===== src/rtl/cpu_trace_monitor.sv =====
// Retired-instruction trace monitor: captures {pc, instr, regw_addr} into a FIFO
// while the CPU runs, and detects stalls (repeated PC) and run timeouts.
module cpu_trace_monitor #(
  parameter int PC_W        = 32,
  parameter int INSTR_W     = 32,
  parameter int DEPTH       = 16,
  parameter int CNT_W       = 17,
  parameter int TIMEOUT     = 256,
  parameter int STALL_LIMIT = 4,
  parameter int OVERWRITE   = 0
) (
  input  logic                          clk,
  input  logic                          reset,
  input  logic                          valid_in,
  input  logic [PC_W-1:0]               pc_in,
  input  logic [INSTR_W-1:0]            instr_in,
  input  logic [4:0]                    regw_addr,
  input  logic                          rd_en,
  output logic [PC_W+INSTR_W+5-1:0]     rd_data,
  output logic                          rd_valid,
  output logic [$clog2(DEPTH):0]        fifo_count,
  output logic [CNT_W-1:0]              instr_count,
  output logic                          running,
  output logic                          halted,
  output logic                          timed_out,
  output logic                          overflow
);

  localparam int AW = $clog2(DEPTH);
  localparam int EW = PC_W + INSTR_W + 5;
  localparam int RW = $clog2(STALL_LIMIT + 1);

  localparam logic [1:0] S_IDLE    = 2'd0;
  localparam logic [1:0] S_RUN     = 2'd1;
  localparam logic [1:0] S_HALT    = 2'd2;
  localparam logic [1:0] S_TIMEOUT = 2'd3;

  localparam logic [CNT_W-1:0] CYC_LAST  = CNT_W'(TIMEOUT - 1);
  localparam logic [CNT_W-1:0] CNT_ONE   = CNT_W'(1);
  localparam logic [CNT_W-1:0] CNT_SAT   = {CNT_W{1'b1}};
  localparam logic [RW-1:0]    REP_ONE   = RW'(1);
  localparam logic [RW-1:0]    REP_HALT  = RW'(STALL_LIMIT);
  localparam logic [AW:0]      FIFO_FULL = (AW+1)'(DEPTH);
  localparam logic [AW:0]      FIFO_ONE  = (AW+1)'(1);
  localparam logic [AW-1:0]    PTR_ONE   = AW'(1);

  logic [1:0]       state;
  logic [1:0]       state_next;
  logic [CNT_W-1:0] cycle_cnt;
  logic [CNT_W-1:0] cycle_next;
  logic [RW-1:0]    rep_cnt;
  logic [RW-1:0]    rep_next;
  logic [PC_W-1:0]  prev_pc;
  logic [PC_W-1:0]  prev_pc_next;
  logic             capture;

  logic [EW-1:0]    mem [DEPTH];
  logic [AW-1:0]    wr_ptr;
  logic [AW-1:0]    rd_ptr;
  logic             full;
  logic             pop;
  logic             grow;
  logic             write_en;
  logic             drop_oldest;
  logic [AW:0]      count_next;

  // Monitor FSM next-state, cycle/repeat tracking and capture decision
  always_comb begin
    capture      = 1'b0;
    state_next   = state;
    cycle_next   = cycle_cnt;
    rep_next     = rep_cnt;
    prev_pc_next = prev_pc;
    case (state)
      S_IDLE: begin
        if (valid_in) begin
          capture      = 1'b1;
          state_next   = S_RUN;
          cycle_next   = {CNT_W{1'b0}};
          rep_next     = REP_ONE;
          prev_pc_next = pc_in;
        end else begin
          state_next   = S_IDLE;
        end
      end
      S_RUN: begin
        cycle_next = cycle_cnt + CNT_ONE;
        if (valid_in) begin
          capture      = 1'b1;
          prev_pc_next = pc_in;
          rep_next     = (pc_in == prev_pc) ? (rep_cnt + REP_ONE) : REP_ONE;
        end else begin
          rep_next     = rep_cnt;
        end
        // A stall detected on the same edge as the timeout wins
        if (valid_in && (rep_next == REP_HALT)) begin
          state_next = S_HALT;
        end else if (cycle_next == CYC_LAST) begin
          state_next = S_TIMEOUT;
        end else begin
          state_next = S_RUN;
        end
      end
      default: begin
        state_next = state;
      end
    endcase
  end

  // FIFO control: a pop frees a slot before this edge's push is placed
  always_comb begin
    full        = (fifo_count == FIFO_FULL);
    pop         = rd_en && (fifo_count != {(AW+1){1'b0}});
    grow        = capture && (!full || pop);
    drop_oldest = capture && full && !pop && (OVERWRITE != 0);
    write_en    = grow || drop_oldest;
    if (grow && !pop) begin
      count_next = fifo_count + FIFO_ONE;
    end else if (pop && !grow) begin
      count_next = fifo_count - FIFO_ONE;
    end else begin
      count_next = fifo_count;
    end
  end

  // Trace storage; contents are don't-care outside the pointer window
  always_ff @(posedge clk) begin
    if (!reset && write_en) begin
      mem[wr_ptr] <= {pc_in, instr_in, regw_addr};
    end
  end

  // State, counters, pointers and registered outputs
  always_ff @(posedge clk) begin
    if (reset) begin
      state       <= S_IDLE;
      cycle_cnt   <= {CNT_W{1'b0}};
      rep_cnt     <= {RW{1'b0}};
      prev_pc     <= {PC_W{1'b0}};
      wr_ptr      <= {AW{1'b0}};
      rd_ptr      <= {AW{1'b0}};
      fifo_count  <= {(AW+1){1'b0}};
      instr_count <= {CNT_W{1'b0}};
      rd_data     <= {EW{1'b0}};
      rd_valid    <= 1'b0;
      overflow    <= 1'b0;
      running     <= 1'b0;
      halted      <= 1'b0;
      timed_out   <= 1'b0;
    end else begin
      state      <= state_next;
      cycle_cnt  <= cycle_next;
      rep_cnt    <= rep_next;
      prev_pc    <= prev_pc_next;
      fifo_count <= count_next;
      running    <= (state_next == S_RUN);
      halted     <= (state_next == S_HALT);
      timed_out  <= (state_next == S_TIMEOUT);
      rd_valid   <= pop;
      if (write_en) begin
        wr_ptr <= wr_ptr + PTR_ONE;
      end
      if (pop || drop_oldest) begin
        rd_ptr <= rd_ptr + PTR_ONE;
      end
      if (pop) begin
        rd_data <= mem[rd_ptr];
      end
      if (capture && (instr_count != CNT_SAT)) begin
        instr_count <= instr_count + CNT_ONE;
      end
      if (capture && full && !pop) begin
        overflow <= 1'b1;
      end
    end
  end

endmodule


===== config.mk =====
export PLATFORM = sky130hd
export DESIGN_NAME = cpu_trace_monitor
export DESIGN_NICKNAME = d
export VERILOG_FILES = /design/src/rtl/cpu_trace_monitor.sv
export SDC_FILE = /design/constraint.sdc
export NUM_CORES = 1
export LEC_CHECK = 0
export CAP_MARGIN = 20
export CORE_AREA = 3 3 511 386
export DETAILED_ROUTE_END_ITERATION = 7
export DIE_AREA = 0 0 514 389
export GPL_TIMING_DRIVEN = 0
export PLACE_DENSITY = 0.46
export SLEW_MARGIN = 20
export SYNTH_ARGS = -nofsm -noshare
export SYNTH_HDL_FRONTEND = slang
export SYNTH_SLANG_ARGS = --single-unit

===== constraint.sdc =====
create_clock -name clk -period 8.9 [get_ports clk]
set_input_delay 2.225 -clock clk [delete_from_list [all_inputs] [get_ports clk]]
set_output_delay 2.225 -clock clk [all_outputs]
set_load 0.02 [all_outputs]

==> flow_summary.ini <==
[synth]
ys_ff_latch = 1262
synth_ff_type = edfxtp_1
ys_types = 58
avgSynthCellArea_sq_um = 20.04
synth_top_area_share_pct = 68.89
ys_warn_count = 0
syn_nets = 2489
async_flop_share_pct = 0
seq_area_frac_synth_pct = 75.46
netlist_instances = 2401
syn_area_sq_mm = 0.04813
synth_area_leader_cell = edfxtp_1
yosys-top-cells-area = edfxtp_1 69%, mux4_2 16%, dfxtp_1 6.6%
synth_edf_count = 1104

[final_layout]
synthToLayoutAreaGrowth_pct = 23.59
finalInstanceArea_sq_mm = 0.05948
fillerInstances = 18400
fin_cells = 5450
fin_nets = 2879
drive_gt1_share_pct = 23.59

[power_and_ir_drop]
power_density_mw_per_mm2 = 260.7
peakVddDrop_mv = 0.1940
p_leak_uw = 0.01812

[timing]
fin_worst_hold_slack_ns = 0.4526
hold_viol_final = 0
rsz0062_at_grt = no
final.setup.tns_ns = 0
skew_ns = 0.02985
fmax_mhz = 178.8
setup_viol = 0
period_needed_ns = 5.591
worst_pin_slew_ns = 1.183
slew_violations = 0
max-slew-margin-rel_pct = 21.10
final.period_utilization_pct = 62.82
setup_ws_ns = 3.309

[worst_setup_path]
path_max_fanout = 15
reg2reg_depth = 9
crit_path_end_kind = flip-flop
r2r_slack_ns = 4.81
required_ns = 9.34
start_kind = input port
path_delay_family = simple AND/OR/NAND/NOR gates
path_class = input port to flip-flop
cp_data_arrival_time_ns = 6.03
cp_cell_sequence = clkdlybuf4s50_1 -> nand2b_1 -> clkbuf_1 -> nor2_1 -> nand2_1 -> nor2_4 -> buf_12 -> buf_12 -> buf_12
critPathBufInv = 5
r2r_end = mem[1][18]
cpPeakStageDelay_ns = 0.84
reg2reg_from = state[1]
cp_slowest_cell = nor2_1
cp_common_cell = buf_12

[clocking]
cts_inserted_buffers = 141
cts_resized = 0
cts-root-buf = clkbuf_16
cts_setup_buffers = 0
cts_max_level = 4
cts_sinks = 1262
clk_pin_slew_ns = 0.06
clkLatencyLatePin_ns = 0.76
cts_buffer_depth = 3
cts_hold_buf = 0
cts_tree = yes

[global_route]
antenna_found_initial = 30
grt_pass1_wl_um = 194100
grt_pass1_vias = 24870
grt_start_max_net_pins = 19
grt_overflow = 0
grtUsageTotal_pct = 13.60

[hold_path]
min_delay_path_depth = 2
min_to = rd_data[52]
hp-class = flip-flop to flip-flop
hold_start = rd_data[52]

[route]
vias = 24650
post_drt_via_cell_ratio = 4.522
finalWirelength_um = 136800
final_antenna_net_count = 0
drc = 0
drt_first_pass_iters = 5
wl_per_cell_um = 25.10
first_iter_violations = 2128

[floorplanning]
ios = 169
start_util_pct = 25.09
dieArea_sq_mm = 0.1999
die_h_um = 389
coreArea_sq_mm = 0.1918
dieWidth_um = 514
fp-row-count = 139

[outcome]
outcome = finished clean

[flow_run]
drv_cap = 0

[placed_design]
portBuffers = 167
place_inst = 5186
dp_hpwl_um = 90740
placed_area_sq_mm = 0.05506
routabilityCongestion = 0.7449
place_ws_ns = 2.481
==> layout by cell type, fill, tap and decap left out, types with 15 or more instances in the layout <==
cell and instances:
xor2_1 50, buf_16 47, clkdlybuf4s50_1 167, buf_2 34, nor2_1 61, dfxtp_1 158, clkinv_1 30, edfxtp_1 1104
clkbuf_16 146, nand4_1 15, buf_12 32, nor2_4 16, a21oi_1 129, mux4_2 345, clkbuf_1 114, nand2_1 235
o21ai_0 19
==> cells in the mapped netlist, drive strengths merged (2+ instances only) <==
cell type  count
o21ai         19
or3            7
a211oi         3
dfxtp        158
edfxtp      1104
nand2        236
nand4         15
clkbuf        86
nor3           9
nor2          77
o31a           2
nand3b         4
or4            2
xnor2         11
nor2b          2
a21o           2
and3           3
buf           47
ha            14
nand2b         4
nand3         12
a31oi          7
nor4          12
o21a           2
mux4         345
xor2          50
and4           2
a311oi         7
a21oi        129
nor3b          2
inv           11
==> cell type report <==
class,count,area (sq um),share of cell area [%]
flip-flops and latches,1262,36310,61.06
multi-input cells,995,11340,19.06
clock buffers,188,3881,6.525
repair buffers,247,3621,6.088
well taps,2538,3176,5.339
plain buffers,133,566.8,0.9529
clock inverters,64,510.5,0.8583
inverters,11,41.29,0.06942
diodes,12,30.03,0.05049
==> registers in the layout (all words and copies together), names as in the netlist <==
register and flops:
mem 1104, rd_data 69, prev_pc 32, cycle_cnt 17
instr_count 17, fifo_count 5, rd_ptr 4, wr_ptr 4
rep_cnt 3, state 2, halted 1, overflow 1
rd_valid 1, running 1, timed_out 1
==> worst max-delay path by stage <==
stage	start	to	slack [ns]	depth (start not counted)
after floorplan	valid_in	mem[3][0]	2.44	5
after global placement	valid_in	mem[7][44]	-3.94	6
after detailed placement	valid_in	mem[1][20]	2.48	9
after CTS	valid_in	mem[1][15]	3.33	9
after global routing	valid_in	mem[1][17]	3.19	9
final	valid_in	mem[1][18]	3.31	9
==> metal layers <==
layer,GRT usage (%),part of all wire [%],up-vias
met5,0,0.041,-
met4,3.989,2.3,10
met3,3.370,6.1,209
met2,20.68,45,685
met1,19.21,46,13190
li1,-,-,10550
==> power by group <==
| part | internal, uW | total (uW) | switching, uW |
|---|---|---|---|
| combinational | 1480 | 3220 | 1740 |
| clock | 3260 | 5580 | 2320 |
| sequential | 6620 | 6700 | 89.8 |
| total | 11400 | 15500 | 4150 |
==> stage by stage <==
step,util (%),total power [uW]
detailed placement,28.70,10140
global placement,27.61,10110
CTS,30.99,15770
floorplan,-,8851
global route,31.00,16180
finish,31.01,15510
==> worst reg2reg max path: stages (launching register included) <==
cell and delay (ns):
dfxtp_1 0.29, clkbuf_1 0.18, nand2b_1 0.20, clkbuf_1 0.30, nor2_1 0.84, nand2_1 0.50, nor2_4 0.75, buf_12 0.27
buf_12 0.20, buf_12 0.21
==> cell families after synthesis <==
logic type | count (synthesis) | synth area share (%)
and+or+nand+nor | 392 | 3.538
adders and majority gates | 15 | 0.4056
buffers and inverters | 144 | 1.235
DFF | 1262 | 75.46
AOI/OAI and AO/OA | 181 | 2.088
muxes | 346 | 16.17
xor gates and xnor gates | 61 | 1.110
Power figures use the tool's default switching activity.
